<file path="config.mk">
export PLATFORM = sky130hd
export DESIGN_NAME = btn_debounce_flat
export DESIGN_NICKNAME = d
export VERILOG_FILES = /design/src/rtl/btn_debounce_pkg.sv /design/src/rtl/btn_debounce_if.sv /design/src/rtl/btn_debounce_ch.sv /design/src/rtl/btn_debounce.sv /design/src/flat_wrapper.sv
export SDC_FILE = /design/constraint.sdc
export NUM_CORES = 1
export LEC_CHECK = 0
export ABC_AREA = 1
export BUFFER_PORTS_ARGS = -buffer_cell sky130_fd_sc_hd__buf_2
export CORE_MARGIN = 5
export CORE_UTILIZATION = 39
export CTS_CLUSTER_DIAMETER = 100
export CTS_CLUSTER_SIZE = 25
export DETAILED_ROUTE_END_ITERATION = 6
export PLACE_DENSITY = 0.59
export SLEW_MARGIN = 30
export SYNTH_ARGS = -nofsm -noshare
export SYNTH_HDL_FRONTEND = slang
export SYNTH_SLANG_ARGS = --single-unit
</file>
<file path="constraint.sdc">
create_clock -name PCLK -period 3.7 [get_ports PCLK]
set_input_delay 0.37 -clock PCLK [delete_from_list [all_inputs] [get_ports PCLK]]
set_output_delay 0.37 -clock PCLK [all_outputs]
set_load 0.02 [all_outputs]
</file>
<file path="src/rtl/btn_debounce_pkg.sv">
// Shared definitions for the pushbutton conditioner: debounce FSM state
// encodings and a width helper for counter sizing.
package btn_debounce_pkg;

    typedef enum logic [1:0] {
        S_RELEASED  = 2'd0,
        S_PRESS_CHK = 2'd1,
        S_PRESSED   = 2'd2,
        S_REL_CHK   = 2'd3
    } btn_state_t;

    // Bits needed to hold values 0..value-1, never less than one bit.
    function automatic int clog2(input int value);
        int result;
        result = 1;
        while ((1 << result) < value) begin
            result++;
        end
        return result;
    endfunction

endpackage

</file>
<file path="src/rtl/btn_debounce_if.sv">
// Pin-side bundle of the pushbutton conditioner: raw buttons in, debounced
// level, event pulses and the shared prescaler tick out.
interface btn_debounce_if #(
    parameter int N_BTN = 2
);
    logic [N_BTN-1:0] BTN;
    logic [N_BTN-1:0] LEVEL;
    logic [N_BTN-1:0] PRESS;
    logic [N_BTN-1:0] RELEASE;
    logic [N_BTN-1:0] HOLD;
    logic             TICK;

    modport master (
        output BTN,
        input  LEVEL,
        input  PRESS,
        input  RELEASE,
        input  HOLD,
        input  TICK
    );

    modport slave (
        input  BTN,
        output LEVEL,
        output PRESS,
        output RELEASE,
        output HOLD,
        output TICK
    );
endinterface

</file>
<file path="src/rtl/btn_debounce_ch.sv">
// One button channel: 2-FF synchronizer, tick-qualified debounce FSM and
// registered level / press / release / hold outputs.
//
// state       | meaning
// S_RELEASED  | idle, button not pressed
// S_PRESS_CHK | s high, counting stable ticks before accepting a press
// S_PRESSED   | press accepted, counting ticks toward HOLD
// S_REL_CHK   | s low while pressed, counting stable ticks before release
module btn_debounce_ch
    import btn_debounce_pkg::*;
#(
    parameter int DEB_TICKS  = 10,
    parameter int HOLD_TICKS = 500,
    parameter int ACTIVE_LOW = 0
) (
    input  logic PCLK,
    input  logic RST_N,
    input  logic tick,
    input  logic btn,
    output logic level,
    output logic press,
    output logic rel,
    output logic hold
);
    localparam int DW = clog2(HOLD_TICKS + 1);
    localparam logic [DW-1:0] DEB_LAST  = DW'(DEB_TICKS - 1);
    localparam logic [DW-1:0] HOLD_LAST = DW'(HOLD_TICKS - 1);
    localparam logic [DW-1:0] HOLD_MAX  = DW'(HOLD_TICKS);
    localparam logic          PIN_IDLE  = (ACTIVE_LOW != 0);

    logic          sync_q1;
    logic          sync_q2;
    logic          s;
    btn_state_t    state;
    logic [DW-1:0] dcnt;
    logic [DW-1:0] hcnt;

    // Flops reset to the pin's idle level so s starts out as "not pressed".
    always_ff @(posedge PCLK or negedge RST_N) begin
        if (!RST_N) begin
            sync_q1 <= PIN_IDLE;
            sync_q2 <= PIN_IDLE;
        end else begin
            sync_q1 <= btn;
            sync_q2 <= sync_q1;
        end
    end

    assign s = sync_q2 ^ PIN_IDLE;

    always_ff @(posedge PCLK or negedge RST_N) begin
        if (!RST_N) begin
            state <= S_RELEASED;
            dcnt  <= '0;
            hcnt  <= '0;
            level <= 1'b0;
            press <= 1'b0;
            rel   <= 1'b0;
            hold  <= 1'b0;
        end else begin
            press <= 1'b0;
            rel   <= 1'b0;
            hold  <= 1'b0;
            case (state)
                S_RELEASED: begin
                    if (s) begin
                        state <= S_PRESS_CHK;
                        dcnt  <= '0;
                    end
                end
                S_PRESS_CHK: begin
                    if (!s) begin
                        state <= S_RELEASED;
                    end else if (tick) begin
                        if (dcnt == DEB_LAST) begin
                            state <= S_PRESSED;
                            dcnt  <= '0;
                            press <= 1'b1;
                            level <= 1'b1;
                        end else begin
                            dcnt <= dcnt + DW'(1);
                        end
                    end
                end
                S_PRESSED: begin
                    // dcnt is borrowed for release debounce; park the hold count.
                    if (!s) begin
                        state <= S_REL_CHK;
                        hcnt  <= dcnt;
                        dcnt  <= '0;
                    end else if (tick && (dcnt != HOLD_MAX)) begin
                        dcnt <= dcnt + DW'(1);
                        if (dcnt == HOLD_LAST) begin
                            hold <= 1'b1;
                        end
                    end
                end
                S_REL_CHK: begin
                    if (s) begin
                        state <= S_PRESSED;
                        dcnt  <= hcnt;
                    end else if (tick) begin
                        if (dcnt == DEB_LAST) begin
                            state <= S_RELEASED;
                            dcnt  <= '0;
                            hcnt  <= '0;
                            rel   <= 1'b1;
                            level <= 1'b0;
                        end else begin
                            dcnt <= dcnt + DW'(1);
                        end
                    end
                end
                default: begin
                    state <= S_RELEASED;
                end
            endcase
        end
    end

endmodule

</file>
<file path="src/rtl/btn_debounce.sv">
// Pushbutton conditioner top: free-running debounce prescaler shared by
// N_BTN independent debounce channels.
module btn_debounce
    import btn_debounce_pkg::*;
#(
    parameter int N_BTN      = 2,
    parameter int TICK_DIV   = 8000,
    parameter int DEB_TICKS  = 10,
    parameter int HOLD_TICKS = 500,
    parameter int ACTIVE_LOW = 0
) (
    input logic           PCLK,
    input logic           RST_N,
    btn_debounce_if.slave bus
);
    localparam int            PW      = clog2(TICK_DIV);
    localparam logic [PW-1:0] TD_LAST = PW'(TICK_DIV - 1);

    logic [PW-1:0] pre_cnt;
    logic          tick;

    // Never re-phased by button activity, so every channel sees the same ticks.
    always_ff @(posedge PCLK or negedge RST_N) begin
        if (!RST_N) begin
            pre_cnt <= '0;
        end else if (pre_cnt == TD_LAST) begin
            pre_cnt <= '0;
        end else begin
            pre_cnt <= pre_cnt + PW'(1);
        end
    end

    assign tick     = (pre_cnt == TD_LAST);
    assign bus.TICK = tick;

    for (genvar g = 0; g < N_BTN; g++) begin : g_ch
        btn_debounce_ch #(
            .DEB_TICKS  (DEB_TICKS),
            .HOLD_TICKS (HOLD_TICKS),
            .ACTIVE_LOW (ACTIVE_LOW)
        ) u_ch (
            .PCLK  (PCLK),
            .RST_N (RST_N),
            .tick  (tick),
            .btn   (bus.BTN[g]),
            .level (bus.LEVEL[g]),
            .press (bus.PRESS[g]),
            .rel   (bus.RELEASE[g]),
            .hold  (bus.HOLD[g])
        );
    end

endmodule

</file>
<file path="src/flat_wrapper.sv">
// flat-port wrapper written by rule: the top's interface ports become plain ports
module btn_debounce_flat import btn_debounce_pkg::*;
#(
    parameter int N_BTN      = 2,
    parameter int TICK_DIV   = 8000,
    parameter int DEB_TICKS  = 10,
    parameter int HOLD_TICKS = 500,
    parameter int ACTIVE_LOW = 0
)
  (PCLK, RST_N, bus_BTN, bus_LEVEL, bus_PRESS, bus_RELEASE, bus_HOLD, bus_TICK);
  btn_debounce_if #(.N_BTN(N_BTN)) bus_i ();
  input logic PCLK;
  input logic RST_N;
  input wire logic [$bits(bus_i.BTN)-1:0] bus_BTN;
  output wire logic [$bits(bus_i.LEVEL)-1:0] bus_LEVEL;
  output wire logic [$bits(bus_i.PRESS)-1:0] bus_PRESS;
  output wire logic [$bits(bus_i.RELEASE)-1:0] bus_RELEASE;
  output wire logic [$bits(bus_i.HOLD)-1:0] bus_HOLD;
  output wire logic [$bits(bus_i.TICK)-1:0] bus_TICK;
  assign bus_i.BTN = bus_BTN;
  assign bus_LEVEL = bus_i.LEVEL;
  assign bus_PRESS = bus_i.PRESS;
  assign bus_RELEASE = bus_i.RELEASE;
  assign bus_HOLD = bus_i.HOLD;
  assign bus_TICK = bus_i.TICK;
  btn_debounce #(.N_BTN(N_BTN), .TICK_DIV(TICK_DIV), .DEB_TICKS(DEB_TICKS), .HOLD_TICKS(HOLD_TICKS), .ACTIVE_LOW(ACTIVE_LOW)) u_core (.PCLK(PCLK), .RST_N(RST_N), .bus(bus_i));
endmodule
</file>
==> results.md <==
* Skew final at 0.0104 ns
* CP delay by family, top: simple AND/OR/NAND/NOR gates
* M1 wire length at 3810 um
* Largest net degree at the start of global routing at 42
* Vias in the first global route at 2881
* Final min period at 2.03 ns
* RSZ-0062 raised after global routing: false
* Crit-path max cell delay at 0.37 ns
* Ys async rst share at 1.00
* Gp weighted congestion at 0.825
* Peak Freq at 492 MHz
* TritonCTS clock tree: yes
* Final Hold Fails at 17
* Routed via count at 3077
* Worst Path Max Fanout at 7
* Crit path depth at 6
* Initial DRC Count at 138
* Top layer in use: met4
* Chip Width at 107 um
* Slew @ Worst Pin at 0.692 ns
* Leak at 2.09 nW
* Worst Hold Slack at -0.0104 ns
* Post-CTS sizing at 0
* Slew HR at 0.537
* Required time of the critical path at 3.33 ns
* Core box area at 9240 sq um
* Nets@finish at 524
* CP Cell Sequence: ha_1 > nand3_2 > nor2_4 > inv_2 > nor2_8 > buf_2
* Max Cap Violations at 0
* Die area at 11500 sq um
* Post-synthesis cell area at 3700 sq um
* Cts hold-fix bufs at 0
* # diodes at 0
* HP Class: input port to asynchronous set/reset pin
* PortBufs at 12
* Failing checks: hold timing
* Fin area at 4040 sq um
* WS Path Type: register to output port
* Synth-to-Final Area Change at 9.20%
* Clock sinks at 65
* Worst EP arrival at 1.66 ns
* Mapped Avg Cell Area at 7.34 sq um
* Synth cell types at 37
* WP buf/inv at 2
* First-pass GRT wire length at 13800 um
* Pwr dens at 368 nW/um^2
* Post-synth EDFFs at 0
* Net Count, Synth at 516
* Routed length on met3 at 376 um
* Initial Utilization at 0.400
* Initial antenna violation count at 0
* TritonRoute pass-1 iters at 4
* Register area share after synthesis at 0.440
* Clk_lat worst skew at 0.35 ns
* Clock slew at reported path FFs at 0.07 ns
* #FFs+latches synth at 65
* Ports at 13
* Post-DP Area at 3820 sq um
* Rows at 35
* Cell taking the most area after synthesis: dfrtp_1
* GRT Total Usage at 0.149
* Final setup violation count at 0
* Master of the slowest instance on the critical path: dfrtp_1
* Critical Path End Type: output port
* Routed WL per cell at 12.4 um
* CTS max path bufs at 2
* Power, Total at 1.49 mW
* Post-Route Utilization at 0.437
* Detailed Route WL at 8000 um
* Routed Antenna Nets at 0
* H-tree depth at 3
* Mapped Cells at 504
* DR DRC count at 0
* Commonest cells in the netlist: nand2_1, dfrtp_1, inv_1
* Final cycle utilization of the critical path at 0.549
* Final slew viol count at 0
* Cell count of the worst reg-to-reg path at 11
* Gr ovfl total at 0
* Worst vdd ir at 0.189 mV
* Vias per cell at 4.76
* Final HPWL from detailed placement at 5690 um
* Cell with the most instances after synthesis: nand2_1
* Yosys warnings at 0
* Num CTS Buffers at 9
* Status: complete, but fails checks
* Top cells by area, synth: dfrtp_1, nand2_1, inv_1
* Number of fill cells at 930
* Root buffer cell: clkbuf_8
* CP startpoint kind: register
* Most used DFF post-synth: dfrtp_1
* Top cell type's share of synthesized area at 0.440
* Met2 wire len at 3730 um
* Post-CTS setup repair buffer count at 0
* Ratio of cells with drive above 1 in the final layout at 0.0967
* Setup TNS Final at 0 ns
* Die height at 107 um
## registers in the layout, indices dropped and copies added (netlist names), named ones only
register / flops
u_core.g_ch.u_ch.dcnt: 18
u_core.g_ch.u_ch.hcnt: 18
u_core.g_ch.u_ch.hold: 2
u_core.g_ch.u_ch.level: 2
u_core.g_ch.u_ch.press: 2
u_core.g_ch.u_ch.rel: 2
u_core.g_ch.u_ch.s: 2
u_core.g_ch.u_ch.state: 2
u_core.g_ch.u_ch.sync_q1: 2
u_core.pre_cnt: 13
## through the flow
stage,setup slack (ns),std cells
final,1.67,646
after detailed placement,1.74,630
after global placement,1.76,630
after floorplan,2.06,504
after global routing,1.51,646
after CTS,1.63,646
## power breakdown
part | switching (mW) | internal, mW | leakage (nW)
Combinational | 0.0819 | 0.0191 | 1.11
Clock | 0.279 | 0.379 | 0.0995
Sequential | 0.00840 | 0.718 | 0.881
## layout by cell type, fill, tap and decap left out, types with 2 or more instances in the layout
cell	count
nand3b_1	2
dfrtp_1	65
a31oi_1	2
nor2_4	2
o21ai_2	3
bufinv_16	2
buf_2	11
clkbuf_8	9
clkbuf_1	2
o21ai_1	8
inv_1	61
nor4_1	2
nor3_1	8
nand2_2	5
nand2_1	184
nand3_1	35
buf_4	2
nand4_1	4
a21oi_1	10
xor2_1	7
o21ai_0	24
inv_2	4
clkinvlp_4	2
nor2_1	40
ha_1	8
## area by class of cell
cell class              count  area [sq um]  area share
multi-input cells         358          1730       0.427
flip-flops and latches     65          1630       0.403
inverters                  65           244      0.0604
well taps                 129           161      0.0400
clock buffers              11           131      0.0325
clock inverters             5          80.1      0.0198
repair buffers             13          70.1      0.0173
## cell families (layout without fill, tap and decap cells)
family                   count (synthesis)  in the layout  share of synthesized area
AND/OR/NAND/NOR                        291            291                      0.343
flip-flops                              65             65                      0.440
XOR/XNOR                                 7              7                     0.0166
adder cells (fa/ha/maj)                  8              8                     0.0271
AO/OA/AOI/OAI                           52             52                     0.0802
buffers and inverters                   81             94                     0.0937
## worst paths after layout
check / from / to / slack [ns]
min in group PCLK: bus_BTN[0] / u_core.g_ch[0].u_ch.sync_q1$_DFF_PN0_ / 0.13
hold reg to reg: u_core.g_ch[1].u_ch.sync_q1$_DFF_PN0_ / u_core.g_ch[1].u_ch.s$_DFF_PN0_ / 0.35
setup reg to reg: u_core.pre_cnt[0]$_DFF_PN0_ / u_core.g_ch[0].u_ch.dcnt[0]$_DFFE_PN0P_ / 1.73
max in group asynchronous: RST_N / u_core.g_ch[1].u_ch.dcnt[3]$_DFFE_PN0P_ / 2.98
hold / removal: RST_N / u_core.pre_cnt[7]$_DFF_PN0_ / -0.01
setup / recovery: u_core.pre_cnt[0]$_DFF_PN0_ / bus_TICK / 1.67
## routing by layer
| layer | track usage | vias to the layer above |
|---|---|---|
| met5 | 0 | - |
| met4 | 0.0361 | 0 |
| met3 | 0.0408 | 6 |
| met2 | 0.240 | 53 |
| met1 | 0.198 | 1434 |
| li1 | - | 1584 |
No activity file was read; power rests on OpenSTA's default activity.
